File: config.mk
export PLATFORM = sky130hd
export DESIGN_NAME = serial_subtractor_flat
export DESIGN_NICKNAME = d
export VERILOG_FILES = /design/src/rtl/alu_pkg.sv /design/src/rtl/serial_subtractor_if.sv /design/src/rtl/FullSubtractor1Bit.sv /design/src/rtl/serial_subtractor.sv /design/src/flat_wrapper.sv
export SDC_FILE = /design/constraint.sdc
export NUM_CORES = 1
export LEC_CHECK = 0
export ABC_AREA = 1
export BUFFER_PORTS_ARGS = -buffer_cell sky130_fd_sc_hd__buf_2
export CORE_ASPECT_RATIO = 0.8
export CORE_MARGIN = 1
export CORE_UTILIZATION = 53
export CTS_CLUSTER_DIAMETER = 40
export DETAILED_ROUTE_END_ITERATION = 6
export PLACE_DENSITY = 0.76
export SKIP_LAST_GASP = 1
export SLEW_MARGIN = 0
export SYNTH_ARGS = -nofsm -noshare
export SYNTH_HDL_FRONTEND = slang
export SYNTH_SLANG_ARGS = --single-unit
File: constraint.sdc
create_clock -name clk -period 1.8 [get_ports clk]
set_input_delay 0.18 -clock clk [delete_from_list [all_inputs] [get_ports clk]]
set_output_delay 0.18 -clock clk [all_outputs]
set_load 0.005 [all_outputs]
File: src/rtl/alu_pkg.sv
// Shared ALU types: serial datapath FSM states and default data width.
// No logic; imported by the serial subtract path and its interface.
package alu_pkg;

    typedef enum logic [1:0] {
        IDLE  = 2'd0,
        SHIFT = 2'd1,
        DONE  = 2'd2
    } state_t;

    localparam int ALU_WIDTH = 8;

endpackage

File: src/rtl/serial_subtractor_if.sv
// Operand/result bundle of the serial subtractor; master drives operands, slave returns results.
// Pure wiring, no latency; start is honoured only while the slave is idle.
interface serial_subtractor_if
    import alu_pkg::*;
#(
    parameter int WIDTH = ALU_WIDTH
);
    logic             start;
    logic [WIDTH-1:0] a;
    logic [WIDTH-1:0] b;
    logic             bin;
    logic             busy;
    logic             done;
    logic [WIDTH-1:0] diff;
    logic             bout;
    logic             overflow;

    modport master (
        output start, a, b, bin,
        input  busy, done, diff, bout, overflow
    );

    modport slave (
        input  start, a, b, bin,
        output busy, done, diff, bout, overflow
    );

endinterface

File: src/rtl/FullSubtractor1Bit.sv
// 1-bit full subtractor: S = A - B - Cin, Cout is the borrow out.
// Purely combinational, no backpressure.
module FullSubtractor1Bit (
    input  logic A,
    input  logic B,
    input  logic Cin,
    output logic Cout,
    output logic S
);

    assign S    = A ^ B ^ Cin;
    assign Cout = (~A & B) | (~A & Cin) | (B & Cin);

endmodule

File: src/rtl/serial_subtractor.sv
// Bit-serial A - B - bin through one full-subtractor cell; done WIDTH+1 cycles after start.
// start ignored while busy or done; results hold until the next accepted start.
module serial_subtractor
    import alu_pkg::*;
#(
    parameter int WIDTH = ALU_WIDTH
) (
    input  logic                clk,
    input  logic                rst_n,
    serial_subtractor_if.slave  io
);

    localparam int             CW   = (WIDTH > 1) ? $clog2(WIDTH) : 1;
    localparam logic [CW-1:0]  LAST = CW'(WIDTH - 1);

    state_t           state;
    state_t           state_nxt;
    logic [WIDTH-1:0] a_sh;
    logic [WIDTH-1:0] b_sh;
    logic [WIDTH-1:0] diff_q;
    logic             borrow;
    logic             bout_q;
    logic             ovf_q;
    logic [CW-1:0]    cnt;
    logic             cell_d;
    logic             cell_borrow;
    logic             last_step;

    assign last_step = (cnt == LAST);

    FullSubtractor1Bit u_cell (
        .A    (a_sh[0]),
        .B    (b_sh[0]),
        .Cin  (borrow),
        .Cout (cell_borrow),
        .S    (cell_d)
    );

    always_ff @(posedge clk) begin
        if (!rst_n) begin
            state <= IDLE;
        end else begin
            state <= state_nxt;
        end
    end

    always_comb begin
        state_nxt = state;
        case (state)
            IDLE:    if (io.start) state_nxt = SHIFT;
            SHIFT:   if (last_step) state_nxt = DONE;
            DONE:    state_nxt = IDLE;
            default: state_nxt = IDLE;
        endcase
    end

    always_ff @(posedge clk) begin
        if (!rst_n) begin
            a_sh   <= '0;
            b_sh   <= '0;
            diff_q <= '0;
            borrow <= 1'b0;
            bout_q <= 1'b0;
            ovf_q  <= 1'b0;
            cnt    <= '0;
        end else begin
            case (state)
                IDLE: begin
                    if (io.start) begin
                        a_sh   <= io.a;
                        b_sh   <= io.b;
                        borrow <= io.bin;
                        cnt    <= '0;
                    end
                end
                SHIFT: begin
                    borrow <= cell_borrow;
                    diff_q <= {cell_d, diff_q[WIDTH-1:1]};
                    a_sh   <= a_sh >> 1;
                    b_sh   <= b_sh >> 1;
                    // Counter parks on the MSB step so it only ever restarts via a load.
                    if (last_step) begin
                        ovf_q  <= (a_sh[0] ^ b_sh[0]) & (a_sh[0] ^ cell_d);
                        bout_q <= cell_borrow;
                    end else begin
                        cnt <= cnt + 1'b1;
                    end
                end
                default: ;
            endcase
        end
    end

    assign io.busy     = (state == SHIFT);
    assign io.done     = (state == DONE);
    assign io.diff     = diff_q;
    assign io.bout     = bout_q;
    assign io.overflow = ovf_q;

endmodule

File: src/flat_wrapper.sv
// flat-port wrapper written by rule: the top's interface ports become plain ports
module serial_subtractor_flat import alu_pkg::*;
#(
    parameter int WIDTH = ALU_WIDTH
)
  (clk, rst_n, io_start, io_a, io_b, io_bin, io_busy, io_done, io_diff, io_bout, io_overflow);
  serial_subtractor_if #(.WIDTH(WIDTH)) io_i ();
  input  logic clk;
  input  logic rst_n;
  input wire logic [$bits(io_i.start)-1:0] io_start;
  input wire logic [$bits(io_i.a)-1:0] io_a;
  input wire logic [$bits(io_i.b)-1:0] io_b;
  input wire logic [$bits(io_i.bin)-1:0] io_bin;
  output wire logic [$bits(io_i.busy)-1:0] io_busy;
  output wire logic [$bits(io_i.done)-1:0] io_done;
  output wire logic [$bits(io_i.diff)-1:0] io_diff;
  output wire logic [$bits(io_i.bout)-1:0] io_bout;
  output wire logic [$bits(io_i.overflow)-1:0] io_overflow;
  assign io_i.start = io_start;
  assign io_i.a = io_a;
  assign io_i.b = io_b;
  assign io_i.bin = io_bin;
  assign io_busy = io_i.busy;
  assign io_done = io_i.done;
  assign io_diff = io_i.diff;
  assign io_bout = io_i.bout;
  assign io_overflow = io_i.overflow;
  serial_subtractor #(.WIDTH(WIDTH)) u_core (.clk(clk), .rst_n(rst_n), .io(io_i));
endmodule
==> implementation parameters, run 1 <==
Parameter                              Value

Outcome
  Status ... complete, no violations

Critical path
  Crit Path Category ... reg2out
  Arrival time of data at the critical path endpoint ... 1.51 ns
  Req. time, crit path ... 1.62 ns
  Critical path startpoint category ... flop
  Category of the worst setup path capture point ... primary output
  Largest fanout on the critical path ... 22

Routing
  TritonRoute pass-1 iters ... 4
  Total vias in the final route ... 1460
  Number of nets with antenna violations after routing ... 0
  Drt total wl ... 3090 um
  Via density per instance ... 4.63
  Avg WL per Cell ... 9.80 um
  Drt first-iter violations ... 72
  Post-detailed-route DRC marker count ... 0

Die
  Number of core rows ... 17
  Core outline area ... 0.00279 mm2
  Full die area ... 0.00318 mm2
  Effective utilization at floorplan ... 0.562
  Die boundary width ... 62.8 um
  Number of ports placed on the die boundary ... 32
  Chip Height ... 50.6 um

STA
  Final setup skew ... 0.00784 ns
  Worst relative slew slack ... 0.517
  Final hold violation count ... 0
  Transition time at the pin with the least slew margin ... 0.721 ns
  Fraction of the cycle the final worst path needs ... 0.941
  Max-slew violations ... 0
  Unrepaired setup endpoints after global routing ... no
  Final setup viols ... 0
  Period minus WS final ... 1.69 ns
  TNS Setup ... 0 ns
  Setup slack after layout ... 0.107 ns
  FMAX ... 591 MHz

Flow run
  Max-cap violations ... 0

Yosys
  Syn avg cell area ... 6.39 um2
  Synth top area share ... 0.409
  Leading post-synthesis cells by cell area ... dfxtp_1 (41%), nand2_1 (18%), nor2_1 (12%), nand3_1 (8.0%), inv_1 (6.7%)
  Summed instance area of the synthesized netlist ... 0.00157 mm2
  Adder-cell area share of the yosys netlist ... 0.0368
  Synth Net Count ... 269
  Post-synthesis mux area share ... 0
  Yosys warning total ... 0
  Post-synthesis xor/xnor area fraction ... 0
  Area fraction in compound gates after synthesis ... 0.0472
  Number of distinct library cell variants in the gate-level netlist after synthesis ... 15
  Number of synthesized register bits ... 32
  Largest family of logic cells by synthesized area ... simple AND/OR/NAND/NOR gates
  Most area-hungry cell type in the Yosys netlist ... dfxtp_1
  Post-synthesis simple-gate area fraction ... 0.393
  Gate Count Post-Synth ... 245
  Sequential fraction of the synthesis area ... 0.409

Finish
  ANT cells ... 0
  Most frequent cells in the layout ... nand2_1 (77), nor2_1 (52), dfxtp_1 (32)
  Area of all sequential standard cells ... 641 um2
  Most common cell after layout, fill and taps aside ... nand2_1
  Combined area of the multi-input logic cells ... 754 um2
  Layout cells sized above 1 ... 0.166
  Nets ... 300
  Layout-stage area growth over the synthesis result ... 17.1%
  Fillers ... 287

GRT
  Final global-route overflow total ... 0
  GR Util All Layers ... 0.221
  Global-route wire length before repair ... 5330 um
  Initial antenna violation count ... 0
  Pin count of the biggest net entering global routing ... 33
  Via count of the first global-routing pass ... 1238

CTS
  CTS Root Buffer Type ... clkbuf_8
  Reg clk slew, reported paths ... 0.07 ns
  Max H-tree Level ... 2
  Worst-skew pair later-pin latency ... 0.29 ns
  CTS tree ... done
  Number of buffers between clock root and the deepest sink ... 2
  Post-CTS setup buffer count ... 0
  Number of buffers created by CTS ... 5
  Number of sinks handled by clock tree synthesis ... 32

Pwr
  Total power of the final layout ... 1.62 mW
  Pwr/cell area ... 882 mW/mm2
  Leakage power total ... 0.990 nW
  Worst VDD drop ... 0.619 mV

Min path
  Hold WC Path Type ... in2reg

Place
  Estimated wirelength of the detail-placed design ... 2070 um
  Dpl ws ... 0.240 ns
  Routability-driven placement congestion ratio ... 0.761
  Port-buffer cells ... 31
[repair_timing]
| action | 4_1_cts | 5_1_grt |
|---|---|---|
| hold buffers | 0 | 0 |
| gates resized for setup | 0 | 1 |
| setup endpoints to repair | 0 | 2 |
[report_power, final]
group	switching [mW]	internal (mW)
Combinational	0.149	0.104
Clock	0.272	0.305
Sequential	0.0273	0.758
[kinds of logic (layout without fill, tap and decap cells)]
| family | Yosys count | after routing |
|---|---|---|
| buffers and inverters | 40 | 72 |
| AND/OR/NAND/NOR | 155 | 155 |
| adder cells (fa/ha/maj) | 4 | 4 |
| flip-flops | 32 | 32 |
| AO/OA/AOI/OAI | 14 | 14 |
[path summary, 6_finish.rpt]
kind,start,to,slack (ns),cells after the start
worst min-delay path,io_b[7],u_core.b_sh[7]$_SDFFE_PN0P_,0.17,3
worst max-delay path,u_core.state[0]$_SDFFE_PN0P_,io_busy,0.11,4
worst min register to register,u_core.b_sh[7]$_SDFFE_PN0P_,u_core.b_sh[7]$_SDFFE_PN0P_,0.47,2
worst max register to register,u_core.state[1]$_SDFFE_PN0P_,u_core.borrow$_SDFFE_PN0P_,0.41,8
[per-stage QoR]
stage / cell area, um2 / instances / utilization / hold slack [ns]
2_1_floorplan: 1570 / 245 / - / 0.344
3_3_place_gp: 1730 / 307 / 0.622 / 0.456
3_5_place_dp: 1730 / 307 / 0.622 / 0.457
4_1_cts: 1830 / 315 / 0.655 / 0.157
5_1_grt: 1830 / 315 / 0.658 / 0.175
6_report: 1830 / 315 / 0.658 / 0.171
[per-layer routing]
metal | part of all wire | global-route usage | vias up
met4 | 0.017 | 0.124 | 0
met5 | 0 | 0 | -
met2 | 0.41 | 0.322 | 31
met3 | 0.058 | 0.0727 | 7
met1 | 0.51 | 0.285 | 621
li1 | - | - | 801
[registers in the layout, summed over array words and instances (netlist names)]
name and cells:
u_core.a_sh 8, u_core.b_sh 8, u_core.io.diff 8, u_core.cnt 3
u_core.state 2, u_core.borrow 1, u_core.io.bout 1, u_core.io.overflow 1
[cells in the mapped netlist]
cell       n
buf_4      4
ha_1       3
fa_1       1
buf_6      1
nor2_1    52
inv_1     28
dfxtp_1   32
nor2_2     1
nand2_1   77
buf_2      4
clkbuf_1   3
o21ai_0    8
nand3_1   25
a21oi_1    5
o21ai_2    1
[worst max-delay path, cell delays in order (launching register included)]
cell,delay (ns)
dfxtp_1,0.37
buf_4,0.27
inv_1,0.08
nor2_2,0.32
buf_2,0.19
[final cells by class]
class,count,share of cell area
Inverter,28,0.0573
Tap cell,38,0.0259
Timing Repair Buffer,36,0.105
Clock inverter,2,0.00546
Multi-Input combinational cell,173,0.412
Sequential cell,32,0.349
Clock buffer,6,0.0451
No activity file was read; power rests on OpenSTA's default activity.
==> inputs of run 2 (changes only) <==
Settings changed: CORE_MARGIN 1 to 2.
==> implementation parameters, run 2 (synthesis results as in run 1) <==
Parameter                              Value

Routing
  Via density per instance ... 4.66 (was 4.63)
  Total vias in the final route ... 1476 (was 1460)
  Met1 Wirelength ... 1660 um (was 1580 um)
  Post-detailed-route DRC marker count ... 0 (unchanged)
  Avg WL per Cell ... 9.85 um (was 9.80 um)
  TritonRoute pass-1 iters ... 4 (unchanged)
  Drt total wl ... 3120 um (was 3090 um)
  Drt first-iter violations ... 58 (was 72)
  Detail Route met2 WL ... 1260 um (was 1280 um)
  Number of nets with antenna violations after routing ... 0 (unchanged)
  Highest metal layer used by the detailed router ... met4 (unchanged)
  Met3 Routed Length ... 135 um (was 178 um)

STA
  Period minus WS final ... 1.50 ns (was 1.69 ns)
  Transition time at the pin with the least slew margin ... 0.413 ns (was 0.721 ns)
  Smallest hold slack ... 0.160 ns (was 0.171 ns)
  Unrepaired setup endpoints after global routing ... no (unchanged)
  TNS Setup ... 0 ns (unchanged)
  Fraction of the cycle the final worst path needs ... 0.833 (was 0.941)
  FMAX ... 667 MHz (was 591 MHz)
  Worst relative slew slack ... 0.725 (was 0.517)
  Final setup viols ... 0 (unchanged)
  Max-slew violations ... 0 (unchanged)
  Final setup skew ... 0.00826 ns (was 0.00784 ns)
  Final hold violation count ... 0 (unchanged)

Flow run
  Max-cap violations ... 0 (unchanged)

Critical path
  Crit Path Category ... reg2out (unchanged)
  Maximum single-stage delay on the critical path ... 0.39 ns (was 0.37 ns)
  End point of the critical path ... io_done (was io_busy)
  Req. time, crit path ... 1.62 ns (about the same)
  Worst r2r path cells ... 8 (unchanged)
  FF-to-FF setup slack ... 0.44 ns (was 0.41 ns)
  Worst reg2reg path startpoint ... u_core.a_sh[0]$_SDFFE_PN0P_ (was u_core.state[1]$_SDFFE_PN0P_)
  Beginning of the critical path ... u_core.state[1]$_SDFFE_PN0P_ (was u_core.state[0]$_SDFFE_PN0P_)
  Sequence of cells on the critical path ... inv_1 > buf_4 > nor2_1 > buf_2 (was buf_4 > inv_1 > nor2_2 > buf_2)
  Reg2Reg Capture Point ... u_core.io.overflow$_SDFFE_PN0P_ (was u_core.borrow$_SDFFE_PN0P_)
  Category of the worst setup path capture point ... primary output (unchanged)
  Largest fanout on the critical path ... 11 (was 22)
  Critical path startpoint category ... flop (unchanged)
  Arrival time of data at the critical path endpoint ... 1.32 ns (was 1.51 ns)
  Critical-path cell with the highest stage delay ... dfxtp_1 (unchanged)

CTS
  CTS Root Buffer Type ... clkbuf_8 (unchanged)
  Post-CTS setup buffer count ... 0 (unchanged)
  Reg clk slew, reported paths ... 0.07 ns (about the same)
  Number of sinks handled by clock tree synthesis ... 32 (unchanged)
  Resized cells post-CTS ... 0 (unchanged)
  Number of buffers between clock root and the deepest sink ... 2 (unchanged)
  Worst-skew pair later-pin latency ... 0.29 ns (about the same)
  Number of buffers created by CTS ... 5 (unchanged)
  Max H-tree Level ... 2 (unchanged)
  Number of hold buffers added after CTS ... 0 (unchanged)
  CTS tree ... done (unchanged)

GRT
  Initial antenna violation count ... 0 (unchanged)
  Pin count of the biggest net entering global routing ... 33 (unchanged)
  Final global-route overflow total ... 0 (unchanged)
  Global-route wire length before repair ... 5540 um (was 5330 um)
  Via count of the first global-routing pass ... 1272 (was 1238)
  GR Util All Layers ... 0.219 (was 0.221)

Finish
  Nets ... 302 (was 300)
  Most frequent cells in the layout ... nand2_1 (77), nor2_1 (52), dfxtp_1 (32) (unchanged)
  Most common cell after layout, fill and taps aside ... nand2_1 (unchanged)
  Final non-filler cell total ... 317 (was 315)
  ANT cells ... 0 (unchanged)
  Layout-stage area growth over the synthesis result ... 17.6% (was 17.1%)
  Layout cells sized above 1 ... 0.172 (was 0.166)
  Post-route standard cell area excluding fillers ... 0.00184 mm2 (was 0.00183 mm2)

Place
  Post-placement cell count ... 309 (was 307)
  Port-buffer cells ... 31 (unchanged)
  Estimated wirelength of the detail-placed design ... 2160 um (was 2070 um)
  Routability-driven placement congestion ratio ... 0.755 (was 0.761)
  Placed cell area ... 0.00175 mm2 (was 0.00173 mm2)

Pwr
  Proportion of power drawn by combinational gates ... 0.158 (was 0.157)
  Leakage power total ... 0.999 nW (was 0.990 nW)
  Cell internal power dissipation ... 1.17 mW (about the same)
  Sw Ratio ... 0.276 (was 0.278)
  Total power of the final layout ... 1.61 mW (was 1.62 mW)
  Net switching power of the design ... 445 uW (was 449 uW)
  Reg power frac ... 0.487 (was 0.486)
  Power share of the clock group ... 0.355 (was 0.357)
  Worst VDD drop ... 0.527 mV (was 0.619 mV)
  Pwr/cell area ... 877 mW/mm2 (was 882 mW/mm2)

Outcome
  Status ... complete, no violations (unchanged)

Min path
  Hold WC Path Type ... in2reg (unchanged)

Die
  Core outline area ... 0.00279 mm2 (unchanged)
  Effective utilization at floorplan ... 0.562 (unchanged)
  Die boundary width ... 64.8 um (was 62.8 um)
  Chip Height ... 52.6 um (was 50.6 um)
  Full die area ... 0.00341 mm2 (was 0.00318 mm2)
  Number of core rows ... 17 (unchanged)
  Number of ports placed on the die boundary ... 32 (unchanged)
## run 2: cell count changes in the layout (fill, tap and decap cells not counted), sizes merged
cell / previous run / this run
buf: 36 / 38
## run 2: how the worst min path moves through the flow
stage,start,end,slack (ns),cells past startpoint
floorplan,io_start,u_core.a_sh[7]$_SDFFE_PN0P_,0.34,2
global placement,u_core.a_sh[7]$_SDFFE_PN0P_,u_core.a_sh[7]$_SDFFE_PN0P_,0.45,2
detailed placement,u_core.b_sh[7]$_SDFFE_PN0P_,u_core.b_sh[7]$_SDFFE_PN0P_,0.46,2
CTS,io_b[7],u_core.b_sh[7]$_SDFFE_PN0P_,0.16,3
global route,io_b[7],u_core.b_sh[7]$_SDFFE_PN0P_,0.17,3
finish,io_b[7],u_core.b_sh[7]$_SDFFE_PN0P_,0.16,3
## run 2: through the flow
step / worst slack [ns] / util
global placement: 0.474 / 0.627
finish: 0.300 / 0.661
global route: 0.191 / 0.661
detailed placement: 0.445 / 0.627
floorplan: 0.507 / -
CTS: 0.278 / 0.661
## run 2: worst max-delay path, delay by kind of cell, from the launching register on
| kind | cells | cell delay [ns] |
|---|---|---|
| and+or+nand+nor | 1 | 0.10 |
| buffers and inverters | 3 | 0.54 |
| DFF | 1 | 0.39 |
## run 2: layout make-up
| cell class | instances | area, um2 |
|---|---|---|
| clock buffers | 6 | 82.6 |
| clock inverters | 2 | 10.0 |
| fillers | 270 | 946 |
| inverters | 28 | 105 |
| multi-input cells | 173 | 747 |
| flip-flops and latches | 32 | 641 |
| well taps | 38 | 47.5 |
| repair buffers | 38 | 208 |
## run 2: layer usage
metal  vias up  global-route usage
met2        20               0.333
met3         7              0.0710
li1        808                   -
met5         -                   0
met1       641               0.280
met4         0               0.106
## run 2: power groups by stage
stage	combinational (mW)	sequential [mW]	clock (mW)
global route	0.302	0.792	0.619
floorplan	0.184	0.799	0
detailed placement	0.255	0.802	0
global placement	0.250	0.801	0
finish	0.255	0.787	0.573
CTS	0.257	0.786	0.584
